## src/rtl/tt_io_capture_pipe.sv

```systemverilog
// Capture pipe between the tile input and output buses: registered pass-through,
// fixed delay line, sample-and-hold and sticky change detector, selected at runtime.
module tt_io_capture_pipe #(
  parameter int WIDTH = 8,
  parameter int DEPTH = 4,
  parameter int CNT_W = 8
) (
  input  logic             i_clk,
  input  logic             i_rst,
  input  logic             i_en,
  input  logic [1:0]       i_mode,
  input  logic             i_strobe,
  input  logic             i_clear,
  input  logic [WIDTH-1:0] i_din,
  output logic [WIDTH-1:0] o_dout,
  output logic             o_dout_valid,
  output logic [CNT_W-1:0] o_change_cnt
);

  localparam int FILL_W = $clog2(DEPTH + 1);

  localparam logic [1:0] MODE_PASS  = 2'd0;
  localparam logic [1:0] MODE_DELAY = 2'd1;
  localparam logic [1:0] MODE_HOLD  = 2'd2;
  localparam logic [1:0] MODE_EDGE  = 2'd3;

  logic [WIDTH-1:0]  r_line [DEPTH];
  logic [WIDTH-1:0]  r_prev;
  logic [WIDTH-1:0]  r_sticky;
  logic [WIDTH-1:0]  r_hold;
  logic              r_hold_loaded;
  logic [FILL_W-1:0] r_fill;
  logic [WIDTH-1:0]  r_dout;
  logic              r_valid;
  logic [CNT_W-1:0]  r_cnt;

  logic [WIDTH-1:0]  w_diff;
  logic [WIDTH-1:0]  w_sticky_nxt;
  logic [CNT_W-1:0]  w_cnt_nxt;
  logic              w_hold_loaded_nxt;
  logic              w_fill_full;
  logic [WIDTH-1:0]  w_dout_nxt;
  logic              w_valid_nxt;

  // A clear in the same cycle as a change still records that change.
  assign w_diff            = i_din ^ r_prev;
  assign w_sticky_nxt      = (i_clear ? '0 : r_sticky) | w_diff;
  assign w_cnt_nxt         = (i_clear ? '0 : r_cnt) + CNT_W'(|w_diff);
  assign w_hold_loaded_nxt = i_strobe | (~i_clear & r_hold_loaded);
  assign w_fill_full       = (r_fill == FILL_W'(DEPTH));

  always_comb begin
    w_dout_nxt  = '0;
    w_valid_nxt = 1'b0;
    case (i_mode)
      MODE_PASS: begin
        w_dout_nxt  = i_din;
        w_valid_nxt = 1'b1;
      end
      MODE_DELAY: begin
        w_dout_nxt  = r_line[DEPTH-1];
        w_valid_nxt = w_fill_full;
      end
      MODE_HOLD: begin
        w_dout_nxt  = i_strobe ? i_din : r_hold;
        w_valid_nxt = w_hold_loaded_nxt;
      end
      MODE_EDGE: begin
        w_dout_nxt  = w_sticky_nxt;
        w_valid_nxt = 1'b1;
      end
      default: begin
        w_dout_nxt  = '0;
        w_valid_nxt = 1'b0;
      end
    endcase
  end

  always_ff @(posedge i_clk) begin
    if (i_rst) begin
      for (int i = 0; i < DEPTH; i++) r_line[i] <= '0;
      r_prev        <= '0;
      r_sticky      <= '0;
      r_hold        <= '0;
      r_hold_loaded <= 1'b0;
      r_fill        <= '0;
      r_dout        <= '0;
      r_valid       <= 1'b0;
      r_cnt         <= '0;
    end else if (i_en) begin
      r_line[0] <= i_din;
      for (int i = 1; i < DEPTH; i++) r_line[i] <= r_line[i-1];
      r_prev <= i_din;
      if (!w_fill_full) r_fill <= r_fill + FILL_W'(1);
      r_sticky      <= w_sticky_nxt;
      r_cnt         <= w_cnt_nxt;
      if (i_strobe) r_hold <= i_din;
      r_hold_loaded <= w_hold_loaded_nxt;
      r_dout        <= w_dout_nxt;
      r_valid       <= w_valid_nxt;
    end else if (i_clear) begin
      // Frozen cycle: only the clearable state moves; dout catches up on the next enabled edge.
      r_sticky      <= '0;
      r_cnt         <= '0;
      r_hold_loaded <= 1'b0;
    end
  end

  assign o_dout       = r_dout;
  assign o_dout_valid = r_valid;
  assign o_change_cnt = r_cnt;

endmodule

```

## config.mk

```make
export PLATFORM = sky130hd
export DESIGN_NAME = tt_io_capture_pipe
export DESIGN_NICKNAME = d
export VERILOG_FILES = /design/src/rtl/tt_io_capture_pipe.sv
export SDC_FILE = /design/constraint.sdc
export NUM_CORES = 1
export LEC_CHECK = 0
export ABC_AREA = 1
export CORE_ASPECT_RATIO = 0.5
export CORE_MARGIN = 5
export CORE_UTILIZATION = 60
export CTS_CLUSTER_DIAMETER = 80
export DETAILED_ROUTE_END_ITERATION = 10
export DONT_BUFFER_PORTS = 1
export PLACE_DENSITY_LB_ADDON = 0.12
export SKIP_CTS_REPAIR_TIMING = 1
export SYNTH_ARGS = -nofsm -noshare
export SYNTH_HDL_FRONTEND = slang
export SYNTH_SLANG_ARGS = --single-unit
```

## constraint.sdc

```tcl
create_clock -name i_clk -period 2 [get_ports i_clk]
set_input_delay 0.2 -clock i_clk [delete_from_list [all_inputs] [get_ports i_clk]]
set_output_delay 0.2 -clock i_clk [all_outputs]
set_load 0.1 [all_outputs]
```

# Word level (Yosys, flattened, before mapping)
# Memory sizes are Yosys's and may differ from the RTL's.
# Index checks and enable logic that the tools add are counted.
# classes
add_sub_neg	2
n_eq_ne	4
muxes	18
bitwise_logic	10
reduce_logical	5
# op_table
operator	n
two-way mux 8 bit	9
case mux 8 bit (4 select lines)	1
adder 8 x 1 -> 8 bit	1
bitwise OR 8 bit	1
OR reduction 8 bit	1
bitwise XOR 8 bit	1
two-way mux 1 bit	7
bitwise OR 1 bit	5
== test 2 bit (second input constant)	2
adder 3 x 1 -> 3 bit (second input constant)	1
== test 3 bit (second input constant)	1
case mux 1 bit (3 select lines)	1
== test 2 x 1 -> 1 bit (second input constant)	1
logical NOT 2 bit	1
NOT 1 bit	2
AND reduction 2 bit	1
nonzero test 2 bit	1
OR reduction 2 bit	1
AND 1 bit	1
# word_totals
register_bits	45
ram_bits	32
in_bits	15
out_inout_bits	17
word_cells	48
memories	1
# mem_list
memory	words	word_bits	rd	rd_clocked_by_memory_dff	wr	line_no	rtl
r_line	4	8	4	0	4	27	logic [WIDTH-1:0] r_line [DEPTH];

# Depth between registers and ports, before layout
# Gate-level depths: netlist (run 1).
# depth
depth_word	4
mapped_depth	14
ltp_nobuf	13

# Worst setup path before layout (run 1)
# No wires, ideal clock.
# synth_timing
kind	reg2reg
from	register r_cnt[0] (netlist: o_change_cnt[0])
to	register r_cnt[6] (netlist: o_change_cnt[6])
setup_ns	0.064
t_arrival_ns	2.043
required_ns	1.936
path_slack_ns	-0.107
path_stages_with_launch	13
n_path_buf	0
synth_period_minus_slack_ns	2.107
cell_sequence	dfxtp_1 -> nand2_1 -> inv_1 -> ha_1 -> ha_1 -> nand2_1 -> nor2_1 -> nand2_1 -> nor2_2 -> nand2_1 -> nand2_1 -> inv_1 -> nor2_1
# synth_between
elab_chain_len	3
# synth_rtl
element	line_no	rtl
start: declaration	35	logic [CNT_W-1:0] r_cnt;
start signal: assignment	96	r_cnt <= w_cnt_nxt;
two-way mux 8 bit	-	
adder 8 x 1 -> 8 bit	48	assign w_cnt_nxt = (i_clear ? '0 : r_cnt) + CNT_W'(|w_diff);
two-way mux 8 bit	90	end else if (i_en) begin
# Every way passes these cells.
# A chain may end at the register's enable or synchronous reset.

# Worst setup path in the final report (run 1)
# layout_timing
from	register r_prev[5]
to	register r_cnt[6] (netlist: o_change_cnt[6])
# layout_between
elab_chain_len	4
# layout_rtl
element	line_no	rtl
start: declaration	28	logic [WIDTH-1:0] r_prev;
start signal: assignment	93	r_prev <= i_din;
bitwise XOR 8 bit	46	assign w_diff = i_din ^ r_prev;
OR reduction 8 bit	48	
adder 8 x 1 -> 8 bit	48	
two-way mux 8 bit	90	
# Every way passes these cells.

==> results, run 1 <==
- Across the VDD grid, the largest voltage drop is 824.0 uV.
- The layout has 427 filler cells.
- CTS saw 77 sinks.
- The endpoint with the worst hold slack is o_change_cnt[5]$_SDFF_PP0_.
- The number of maximum-capacitance constraint violations is 0.
- Measured along the y axis, the die boundary spans 63.60 um.
- The detailed-route via count is 2,621.
- The final-report max-slew violation count came to 0.
- Leaving out fill and tap cells, the most frequent cell in the layout is nand2_1.
- The flop and latch count out of synthesis is 77.
- The layout net count is 453.
- In this run the mean area of a mapped cell was 8.346 um^2.
- The maximum count of clock buffers along a single path is 2.
- The transition time of the tightest slew-check pin is 626.7 ps.
- The detailed-router iteration count before antenna repair is 4.
- The global-route usage over all layers is 0.2126.
- The post-layout utilization of the core is 0.7221.
- The critical path startpoint category is a flip-flop.
- The wire length of the first global-routing pass is 11,930 um.
- The endpoint kind of the worst setup timing path is a flip-flop.
- From left edge to right edge, the die measures 117.2 um.
- The initial utilization of the core area, before any placement, comes to 0.6250.
- In this run the critical register-to-register path is launched from r_prev[5]$_SDFFE_PP0P_.
- For flop-to-flop paths, the worst setup slack is 140 ps.
- The library cells used most frequently in the layout, excluding fill and tap cells, are nand2_1, inv_1, o21ai_0.
- The cell count of the worst hold path is 2.
- In this run the count of I/O pins placed on the die edge is 32.
- The floorplan step defined a die boundary enclosing 7453 um^2.
- The met2 routed wirelength is 3304 um.
- Dividing the detail-routed via count by the number of cells gives 5.170.
- The congestion estimate from routability-driven global placement came to 0.8844.
- The required time at the worst-slack endpoint is 2270 ps.
- The routed metal-1 wire length is 3294 um.
- In this run, CTS created clock tree buffers numbering 9.
- The arrival time reported for the critical path endpoint is 2130 ps.
- The floorplan step defined a core boundary enclosing 5515 um^2.
- The Yosys step of the flow raised 0 warnings.
- The summed instance area of the synthesized netlist is 3447 um^2.
- At the later pin of the worst-skew pair, clock insertion delay measures 330 ps.
- Summed over all nets, wire length on met3 after detailed routing comes to 565 um.
- The run finished with clean final reports.
- For this design the ratio of total power to cell area is 934.0 nW/um^2.
- The DRC violation total after the first TritonRoute iteration is 217.
- The top achievable clock speed is 0.5373 GHz.
- The total negative setup slack is 0 ps.
- Synthesis handed over a netlist of 413 instances.
- From synthesis to final layout, the design area changed by 15.54%.
- Clock skew on the completed layout was measured at 4.739 ps.
- The antenna diode count is 0.
- Buffers placed on the I/O ports in this run total 0.
- Dividing the final minimum period by the clock period gives 0.9306.
- The clock-pin slew of the registers on the worst-case setup and hold paths is 60 ps.
- The initial antenna violation count is 0.
- The floorplan has 19 rows.
- In the final routed layout, each cell accounts on average for 14.37 um.
- The DRC violations left is 0.
- The number of routed nets with antenna violations is 0.
- The total wire length is 7287 um.
- The largest net degree at the start of global routing is 43.
- The CTS tree is built.
- The via count of the first global-routing pass was 2,424.
- The number of library cell types mapped by synthesis is 27.
- In this run the number of H-tree levels came out at 3.
- The worst relative slew slack is 0.5818.
- Of all nets on the critical path, the largest fanout is 3.
- Setup violations remaining at the end of the flow were counted as 0.
- Setup repair after global routing left no endpoint under its margin.
- The remaining global-route overflow is 0.
- The count of final hold-check violations is 0.
- The detailed-placement wirelength estimate is 4821 um.
- The leakage power summed over all cells is 1.767 nW.
- The final critical path time including I/O delays and setup is 1861 ps.
- In this run the worst hold path is classified as primary input to flip-flop.
- In this run the most critical hold path is launched from i_clear.
- The top routing layer in use is met4.
- The register area share after synthesis is 0.5401.
- The number of nets handed over by synthesis was 437.
- The root buffer selected by CTS is clkbuf_16.
- The cell count of the worst reg-to-reg path is 12.
- The endpoint of the most critical register-to-register path is o_change_cnt[6]$_SDFF_PP0_.
- Of the cells placed in the final design, the portion with a size suffix greater than 1 is 0.1590.
- The critical path is of the flip-flop to flip-flop type.
==> flip-flops by register name (all words and copies together) (netlist names) <==
signal         flops
r_hold             8
r_hold_loaded      1
r_prev             8
o_change_cnt       8
o_dout_valid       1
r_fill             3
r_line            32
o_dout             8
r_sticky           8
==> worst max-delay path, stage by stage (launching register included) <==
cell     delay (ps)
dfxtp_1         330
xnor2_2         190
nand4_1         120
or2_4           250
ha_2            190
ha_1            170
nand2_1          90
nor2_1           60
nand2_1         100
nor2_2           50
nand2_1          80
nand2_1          60
nor2_1          110
==> kinds of logic after synthesis <==
group | synth area share
AND/OR/NAND/NOR | 0.2018
buffers and inverters | 0.09873
AO/OA/AOI/OAI | 0.1038
flip-flops | 0.5401
XOR/XNOR | 0.02287
adder cells (fa/ha/maj) | 0.03267
==> how the worst max path moves through the flow <==
stage / startpoint / endpoint / slack [ps] / cells after the start
2_1_floorplan: o_change_cnt[1]$_SDFF_PP0_ / o_change_cnt[6]$_SDFF_PP0_ / 30 / 11
3_3_place_gp: r_prev[0]$_SDFFE_PP0P_ / o_change_cnt[6]$_SDFF_PP0_ / 130 / 13
3_5_place_dp: r_prev[7]$_SDFFE_PP0P_ / o_change_cnt[6]$_SDFF_PP0_ / 80 / 13
4_1_cts: r_prev[7]$_SDFFE_PP0P_ / o_change_cnt[6]$_SDFF_PP0_ / 30 / 12
5_1_grt: r_prev[5]$_SDFFE_PP0P_ / o_change_cnt[6]$_SDFF_PP0_ / 50 / 12
6_report: r_prev[5]$_SDFFE_PP0P_ / o_change_cnt[6]$_SDFF_PP0_ / 140 / 12
==> through the flow <==
stage	area [um^2]	hold WS (ps)	worst slack, ps	total power, W	std cells
final	3983	8.318	138.7	0.003720	507
after global placement	3615	271.0	132.5	0.002184	490
after global routing	3983	12.10	48.81	0.003893	507
after floorplan	3448	269.1	25.25	0.002116	413
after detailed placement	3615	277.4	76.24	0.002198	490
after CTS	3901	-80.18	32.96	0.003725	506
==> report_power, final <==
group          internal, W  switching (W)
registers          0.00173      0.0000345
logic             0.000122       0.000298
clock network     0.000905       0.000628
==> cells in the mapped netlist (all sizes together) <==
master  instances  share of area
buf            13          0.023
nand3b          1         0.0022
nand4           3         0.0054
nand3           2         0.0029
and3            8          0.015
nand2         107           0.12
xor2            1         0.0025
a21oi          23          0.033
nor3            1         0.0015
xnor2           8          0.020
inv            64          0.071
dfxtp          45           0.26
clkbuf          4         0.0047
ha              9          0.033
nor2           43          0.056
edfxtp         32           0.28
or2             1         0.0018
o21ai          47          0.068
a211oi          1         0.0022
==> final cells by class <==
class	count	area (um^2)	share of cell area
sequential	77	1869	0.4694
clock inverter	6	36.28	0.009111
tap	73	91.34	0.02293
timing repair buffer	22	180.2	0.04524
inverter	64	245.2	0.06158
multi-input combinational	255	1310	0.3289
clock buffer	10	250.2	0.06283
==> routing by layer <==
metal | track usage | up-vias
li1 | - | 1332
met1 | 0.2851 | 1193
met2 | 0.3056 | 82
met3 | 0.09465 | 14
met4 | 0.07010 | 0
met5 | 0 | -
Note: power is estimated with default switching activity, not from simulation.
==> run 2, diff against run 1 <==
--- a/config.mk
+++ b/config.mk
@@ -12,7 +12,8 @@
 export CTS_CLUSTER_DIAMETER = 80
 export DETAILED_ROUTE_END_ITERATION = 10
 export DONT_BUFFER_PORTS = 1
-export PLACE_DENSITY_LB_ADDON = 0.12
+export PLACE_DENSITY = 0.76
+export REMOVE_ABC_BUFFERS = 1
 export SKIP_CTS_REPAIR_TIMING = 1
 export SYNTH_ARGS = -nofsm -noshare
 export SYNTH_HDL_FRONTEND = slang
==> results, run 2 (synthesis results as in run 1) <==
- Clock-pin slew was measured on the worst setup and hold paths at 60 ps.
- The clock sink total is 77.
- For this configuration, the core starts out at a cell density of 0.6250.
- The share of total power dissipated in sequential elements is 0.454.
- Across the routed clock network, the largest skew measured is 4.941 ps.
- The total overflow left after global routing is 0.
- The number of I/O pins is 32.
- The endpoint of the most critical register-to-register path is o_change_cnt[6]$_SDFF_PP0_.
- The final-report max-slew violation count came to 0.
- The count of buffers added on input and output ports is 0.
- The pre-CTS setup slack is 66.83 ps.
- After detailed placement, the total cell area comes to 3613 um^2.
- The largest net degree at the start of global routing is 39.
- Of the cells placed in the final design, the portion with a size suffix greater than 1 is 0.1498.
- The number of flip-flops under the largest register name is 32.
- The run finished with clean final reports.
- The power per unit of standard cell area is 972.3 nW/um^2.
- Across all setup checks in the final design, the least slack found is 87.96 ps.
- The first TritonRoute pass finished after 5 iterations.
- The number of buffers created by CTS is 9.
- The x dimension of the die is 117.2 um.
- The number of maximum-capacitance constraint violations is 0.
- The area added between synthesis and finish is 16.12%.
- The maximum count of clock buffers along a single path is 2.
- The most frequent standard cell in the layout excluding fill and tap cells is nand2_1.
- The cell count of the worst reg-to-reg path is 13.
- The final-report setup violation count is 0.
- The average detailed-routed wire length per instance is 14.46 um.
- The leakage power summed over all cells is 1.780 nW.
- The arrival time reported for the critical path endpoint is 2150 ps.
- The count of final hold-check violations is 0.
- The net count of the finished layout is 453.
- CTS built an H-tree with a depth of 3.
- The proportion of power drawn by combinational gates is 0.108.
- The DRC violation total after the first TritonRoute iteration is 303.
- The initial antenna violation count is 0.
- For flop-to-flop paths, the worst setup slack is 90 ps.
- The via count normalized by instance count is 5.209.
- The critical path in this run is classified as flip-flop to flip-flop.
- Excluding fillers, the count of instances in the completed layout stands at 507.
- Clock tree synthesis selected as its root buffer the cell clkbuf_16.
- The global-route usage over all layers is 0.2138.
- The top register by number of flip-flops is r_line.
- The last weighted congestion value of the routability-driven placer is 0.8691.
- The share of total power dissipated in the clock network is 0.438.
- The area of the die is 7453 um^2.
- Setup repair after global routing could not meet its margin everywhere.
- The critical path capture point is o_change_cnt[6]$_SDFF_PP0_.
- The count of placed standard cells including taps is 490.
- The detailed-placement wirelength estimate is 4900 um.
- The maximum vdd ir drop is 843.5 uV.
- In the routed design, unresolved DRC markers number 0.
- The final critical path time including I/O delays and setup is 1912 ps.
- From bottom edge to top edge, the die measures 63.60 um.
- STA puts the critical path data required time at 2240 ps.
- For the pin with the worst max-slew slack, the measured transition is 588.4 ps.
- Measured against its own limit, the worst slew margin works out to 0.6073.
- Tracing the worst setup path back leads to its startpoint at r_prev[1]$_SDFFE_PP0P_.
- The top achievable clock speed is 0.5230 GHz.
- The internal power contribution is 0.002945 W.
- The antenna diode count is 0.
- After detailed routing, the total wire length is 7332 um.
- Along the worst path, the maximum fanout reaches 3.
- The endpoint kind of the worst setup timing path is a flip-flop.
- The count of standard-cell rows is 19.
- The detailed-route via count is 2,641.
- The worst hold path belongs to the class primary input to flip-flop.
- The finished cells cover 4003 um^2.
- At the end of the flow the core is filled with cells to 0.7257.
- TritonCTS built the clock tree.
- The wire length of the first global-routing pass is 11,980 um.
- The top cell types in the final layout, fill and taps aside, are nand2_1, inv_1, o21ai_0.
- The analysis attributes to net switching a power of 0.0009465 W.
- The core region is 5515 um^2.
- For the worst-skew pair, the clock arrives at the later sink with an insertion delay of 340 ps.
- The via count of the first global-routing pass was 2,504.
- In this run the critical register-to-register path is launched from r_prev[1]$_SDFFE_PP0P_.
- The number of routed nets with antenna violations is 0.
- STA classifies the critical path startpoint as a flip-flop.
- The final worst-path cycle share is 0.9560.
- The net switching fraction of the power is 0.2432.
==> run 2: changes by cell type in the layout (fill, tap and decap cells not counted), moves of 2 or more <==
cell | before | now
clkinv_2 | 2 | 0
dfxtp_2 | 6 | 4
clkinvlp_4 | 3 | 0
dfxtp_1 | 39 | 41
clkbuf_1 | 0 | 3
bufinv_16 | 0 | 2
==> run 2: how the worst min path moves through the flow <==
stage | startpoint | slack [ps] | cells past startpoint | end
6_report | i_en | 8 | 2 | r_hold_loaded$_SDFFE_PP0P_
5_1_grt | i_en | 20 | 2 | r_hold_loaded$_SDFFE_PP0P_
2_1_floorplan | i_rst | 270 | 1 | r_hold_loaded$_SDFFE_PP0P_
3_5_place_dp | i_rst | 270 | 1 | r_fill[2]$_SDFFE_PP0P_
4_1_cts | i_rst | -70 | 1 | r_hold_loaded$_SDFFE_PP0P_
3_3_place_gp | i_rst | 270 | 1 | r_hold_loaded$_SDFFE_PP0P_
==> run 2: area by class of cell <==
class                      instances  area, um^2
clock inverter                     4       72.57
fill                             417        1513
clock buffer                      12       236.5
tap                               73       91.34
multi-input combinational        255        1310
sequential                        77        1867
inverter                          64       245.2
timing repair buffer              22       180.2
==> run 2: metrics by stage <==
stage / power, W / TNS, ps / hold WS (ps)
after CTS: 0.003887 / 0 / -74.84
after detailed placement: 0.002198 / 0 / 274.8
final: 0.003892 / 0 / 8.332
after floorplan: 0.002095 / -142.9 / 269.1
after global placement: 0.002178 / 0 / 270.3
after global routing: 0.004041 / -32.87 / 19.42
==> run 2: critical path, stage by stage (launching register included) <==
cell and delay [ps]:
dfxtp_1 340, xnor2_2 200, nand4_1 140, or2_2 300, ha_2 190, ha_1 180, nand2_2 80, nor2_1 40
nand2_1 100, nor2_2 60, nand2_1 50, nand2_1 40, inv_1 50, nor2_1 40
==> run 2: power by group through the flow <==
| stage | Clock [W] | Combinational, W | Sequential [W] |
|---|---|---|---|
| after floorplan | 0 | 0.000196 | 0.00190 |
| after global placement | 0 | 0.000389 | 0.00179 |
| after detailed placement | 0 | 0.000403 | 0.00180 |
| after CTS | 0.00172 | 0.000407 | 0.00176 |
| after global routing | 0.00180 | 0.000465 | 0.00177 |
| final | 0.00170 | 0.000422 | 0.00177 |
==> run 2: metal layers <==
metal  GRT usage  wire length (um)
met2      0.3232              3392
met1      0.2710              3153
met3     0.09847               706
met4     0.07010                80
met5           0                 0
==> run 3, diff against run 2 <==
--- a/config.mk
+++ b/config.mk
@@ -8,11 +8,11 @@
 export ABC_AREA = 1
 export CORE_ASPECT_RATIO = 0.5
 export CORE_MARGIN = 5
-export CORE_UTILIZATION = 60
+export CORE_UTILIZATION = 47
+export CTS_BUF_LIST = sky130_fd_sc_hd__clkbuf_16
 export CTS_CLUSTER_DIAMETER = 80
 export DETAILED_ROUTE_END_ITERATION = 10
 export DONT_BUFFER_PORTS = 1
-export PLACE_DENSITY = 0.76
 export REMOVE_ABC_BUFFERS = 1
 export SKIP_CTS_REPAIR_TIMING = 1
 export SYNTH_ARGS = -nofsm -noshare
==> constraint.sdc (replaced) <==
create_clock -name i_clk -period 2.4 [get_ports i_clk]
set_input_delay 0.24 -clock i_clk [delete_from_list [all_inputs] [get_ports i_clk]]
set_output_delay 0.24 -clock i_clk [all_outputs]
set_load 0.1 [all_outputs]
==> results, run 3 (synthesis results as in run 1) <==
- The flow ran to the end, and the final reports show no timing, DRC or antenna violations.
- The H-tree was split into 3 levels.
- For the pin with the worst max-slew slack, the measured transition is 1001 ps.
- In this run, CTS created clock tree buffers numbering 9.
- In the final design database the tool counted 450 nets.
- The proportion of power drawn by the clock network is 0.448.
- TritonCTS built the clock tree.
- The area of the core region is 7239 um^2.
- The DRC violation total after the first TritonRoute iteration is 192.
- The arrival time reported for the critical path endpoint is 2280 ps.
- The worst setup skew after layout is 6.426 ps.
- The power per unit of standard cell area is 826.7 nW/um^2.
- The detailed-route via count is 2,623.
- The initial antenna violation count is 0.
- The average detailed-routed wire length per instance is 13.92 um.
- The remaining global-route overflow is 0.
- The clock sink total is 77.
- The post-layout utilization of the core is 0.5444.
- From left edge to right edge, the die measures 131.1 um.
- The largest net degree at the start of global routing is 50.
- The number of maximum-capacitance constraint violations is 0.
- The internal power contribution is 0.002444 W.
- In the routed layout, each cell is associated on average with a via count of 4.977.
- The critical path startpoint category is a flip-flop.
- The area added between synthesis and finish is 14.34%.
- The clock reaches the later pin of the worst-skew pair after 340 ps.
- The placed instances occupy a cell area of 3607 um^2.
- The start-to-end type of the worst setup path is flip-flop to flip-flop.
- The most frequent standard cell in the layout excluding fill and tap cells is nand2_1.
- In this run the count of I/O pins placed on the die edge is 32.
- After detailed placement, the design holds a cell count of 510.
- Measured along the y axis, the die boundary spans 70.56 um.
- The required time at the worst-slack endpoint is 2670 ps.
- The detailed-router iteration count before antenna repair is 5.
- Input and output buffers added on the ports amount to 0.
- The worst hold path belongs to the class primary input to flip-flop.
- r_line holds more flip-flops than any other register.
- The via count of the first global-routing pass is 2,482.
- The tree is rooted in a clkbuf_16.
- The proportion of power drawn by combinational gates is 0.093.
- Row generation in the floorplan step produced 22 rows.
- The global-route usage over all layers is 0.1649.
- Adding up every negative setup slack in the final design gives 0 ps.
- The last weighted congestion value of the routability-driven placer is 0.8472.
- The DRC violations left is 0.
- The number of routed nets with antenna violations is 0.
- The count of final hold-check violations is 0.
- The cell area after layout is 3941 um^2.
- Detailed placement ended at an HPWL of 4808 um.
- The final non-filler cell total is 527.
- The endpoint kind of the worst setup timing path is a flip-flop.
- The worst relative slew slack is 0.3317.
- The final-report max-slew violation count was 0.
- The area of the die is 9250 um^2.
- The final worst hold slack is 64.09 ps.
- The final-report setup violation count is 0.
- The library cells used most frequently in the layout, excluding fill and tap cells, are nand2_1, inv_1, o21ai_0.
- Of the total power, the share spent switching nets is 0.2499.
- In this run the deepest clock path goes through 2 buffers.
- The antenna diode count is 0.
- Dividing the final minimum period by the clock period gives 0.8368.
- In this run the worst path has a maximum fanout of 3.
- The register share of total power is 0.459.
- Timing would allow up to 0.4980 GHz.
- The clock-pin slew of the registers on the worst-case setup and hold paths is 60 ps.
- The maximum vdd ir drop is 336.4 uV.
- The number of flip-flops under the largest register name is 32.
- Setup repair after global routing left no endpoint under its margin.
- The effective utilization at floorplan is 0.4761.
- The analysis attributes to cell leakage a power of 1.729 nW.
- In this run the power spent charging and discharging nets is 0.0008144 W.
- The worst path needs 2008 ps of the cycle, external delays included.
- The wire length of the first global-routing pass is 12,140 um.
- The share of layout cells above drive strength 1 is 0.1183.
- Wires add up to 7338 um.
==> run 3: cell types whose count changed in the layout (fill, tap and decap cells not counted), sizes merged <==
cell    change
buf         -3
clkbuf      -3
clkinv      +2
inv         +1
==> run 3: layout make-up <==
type | instances | area, um^2
tap | 96 | 120.1
clock inverter | 7 | 98.84
fill | 674 | 3298
multi-input combinational | 255 | 1245
clock buffer | 9 | 225.2
inverter | 64 | 245.2
timing repair buffer | 19 | 145.1
sequential | 77 | 1862
==> run 3: per-stage QoR <==
| stage | total power (W) | setup slack, ps |
|---|---|---|
| 3_3_place_gp | 0.001815 | 480.7 |
| 4_1_cts | 0.003286 | 395.7 |
| 2_1_floorplan | 0.001746 | 293.0 |
| 5_1_grt | 0.003390 | 238.3 |
| 3_5_place_dp | 0.001825 | 418.5 |
| 6_report | 0.003258 | 391.8 |
==> run 3: critical path, cell delays in order (launching register included) <==
cell and delay [ps]:
dfxtp_1 330, xnor2_1 240, nand4_1 130, or2_2 320, ha_1 220, ha_1 180, nand2_1 100, nor2_1 50
nand2_1 100, nor2_2 50, nand2_1 50, nand2_1 50, nor2_1 120
==> run 3: power by group through the flow <==
| stage | Clock (W) | Sequential, W | Combinational (W) |
|---|---|---|---|
| 2_1_floorplan | 0 | 0.00158 | 0.000164 |
| 3_3_place_gp | 0 | 0.00152 | 0.000295 |
| 3_5_place_dp | 0 | 0.00152 | 0.000301 |
| 4_1_cts | 0.00149 | 0.00150 | 0.000303 |
| 5_1_grt | 0.00155 | 0.00150 | 0.000341 |
| 6_report | 0.00146 | 0.00150 | 0.000304 |
==> run 3: routing by layer <==
metal	vias to the layer above	track usage	wire (um)
li1	1323	-	-
met1	1200	0.2138	3280
met2	86	0.2556	3279
met3	14	0.05469	647
met4	0	0.07028	130
met5	-	0	0
==> run 3: worst paths after layout <==
kind	startpoint	endpoint	slack [ps]	cells past startpoint
min reg2reg	o_dout[6]$_SDFFE_PP0P_	o_dout[6]$_SDFFE_PP0P_	450	2
max reg2reg	r_prev[3]$_SDFFE_PP0P_	o_change_cnt[6]$_SDFF_PP0_	390	12
max	r_prev[3]$_SDFFE_PP0P_	o_change_cnt[6]$_SDFF_PP0_	390	12
min	i_en	r_hold_loaded$_SDFFE_PP0P_	60	2
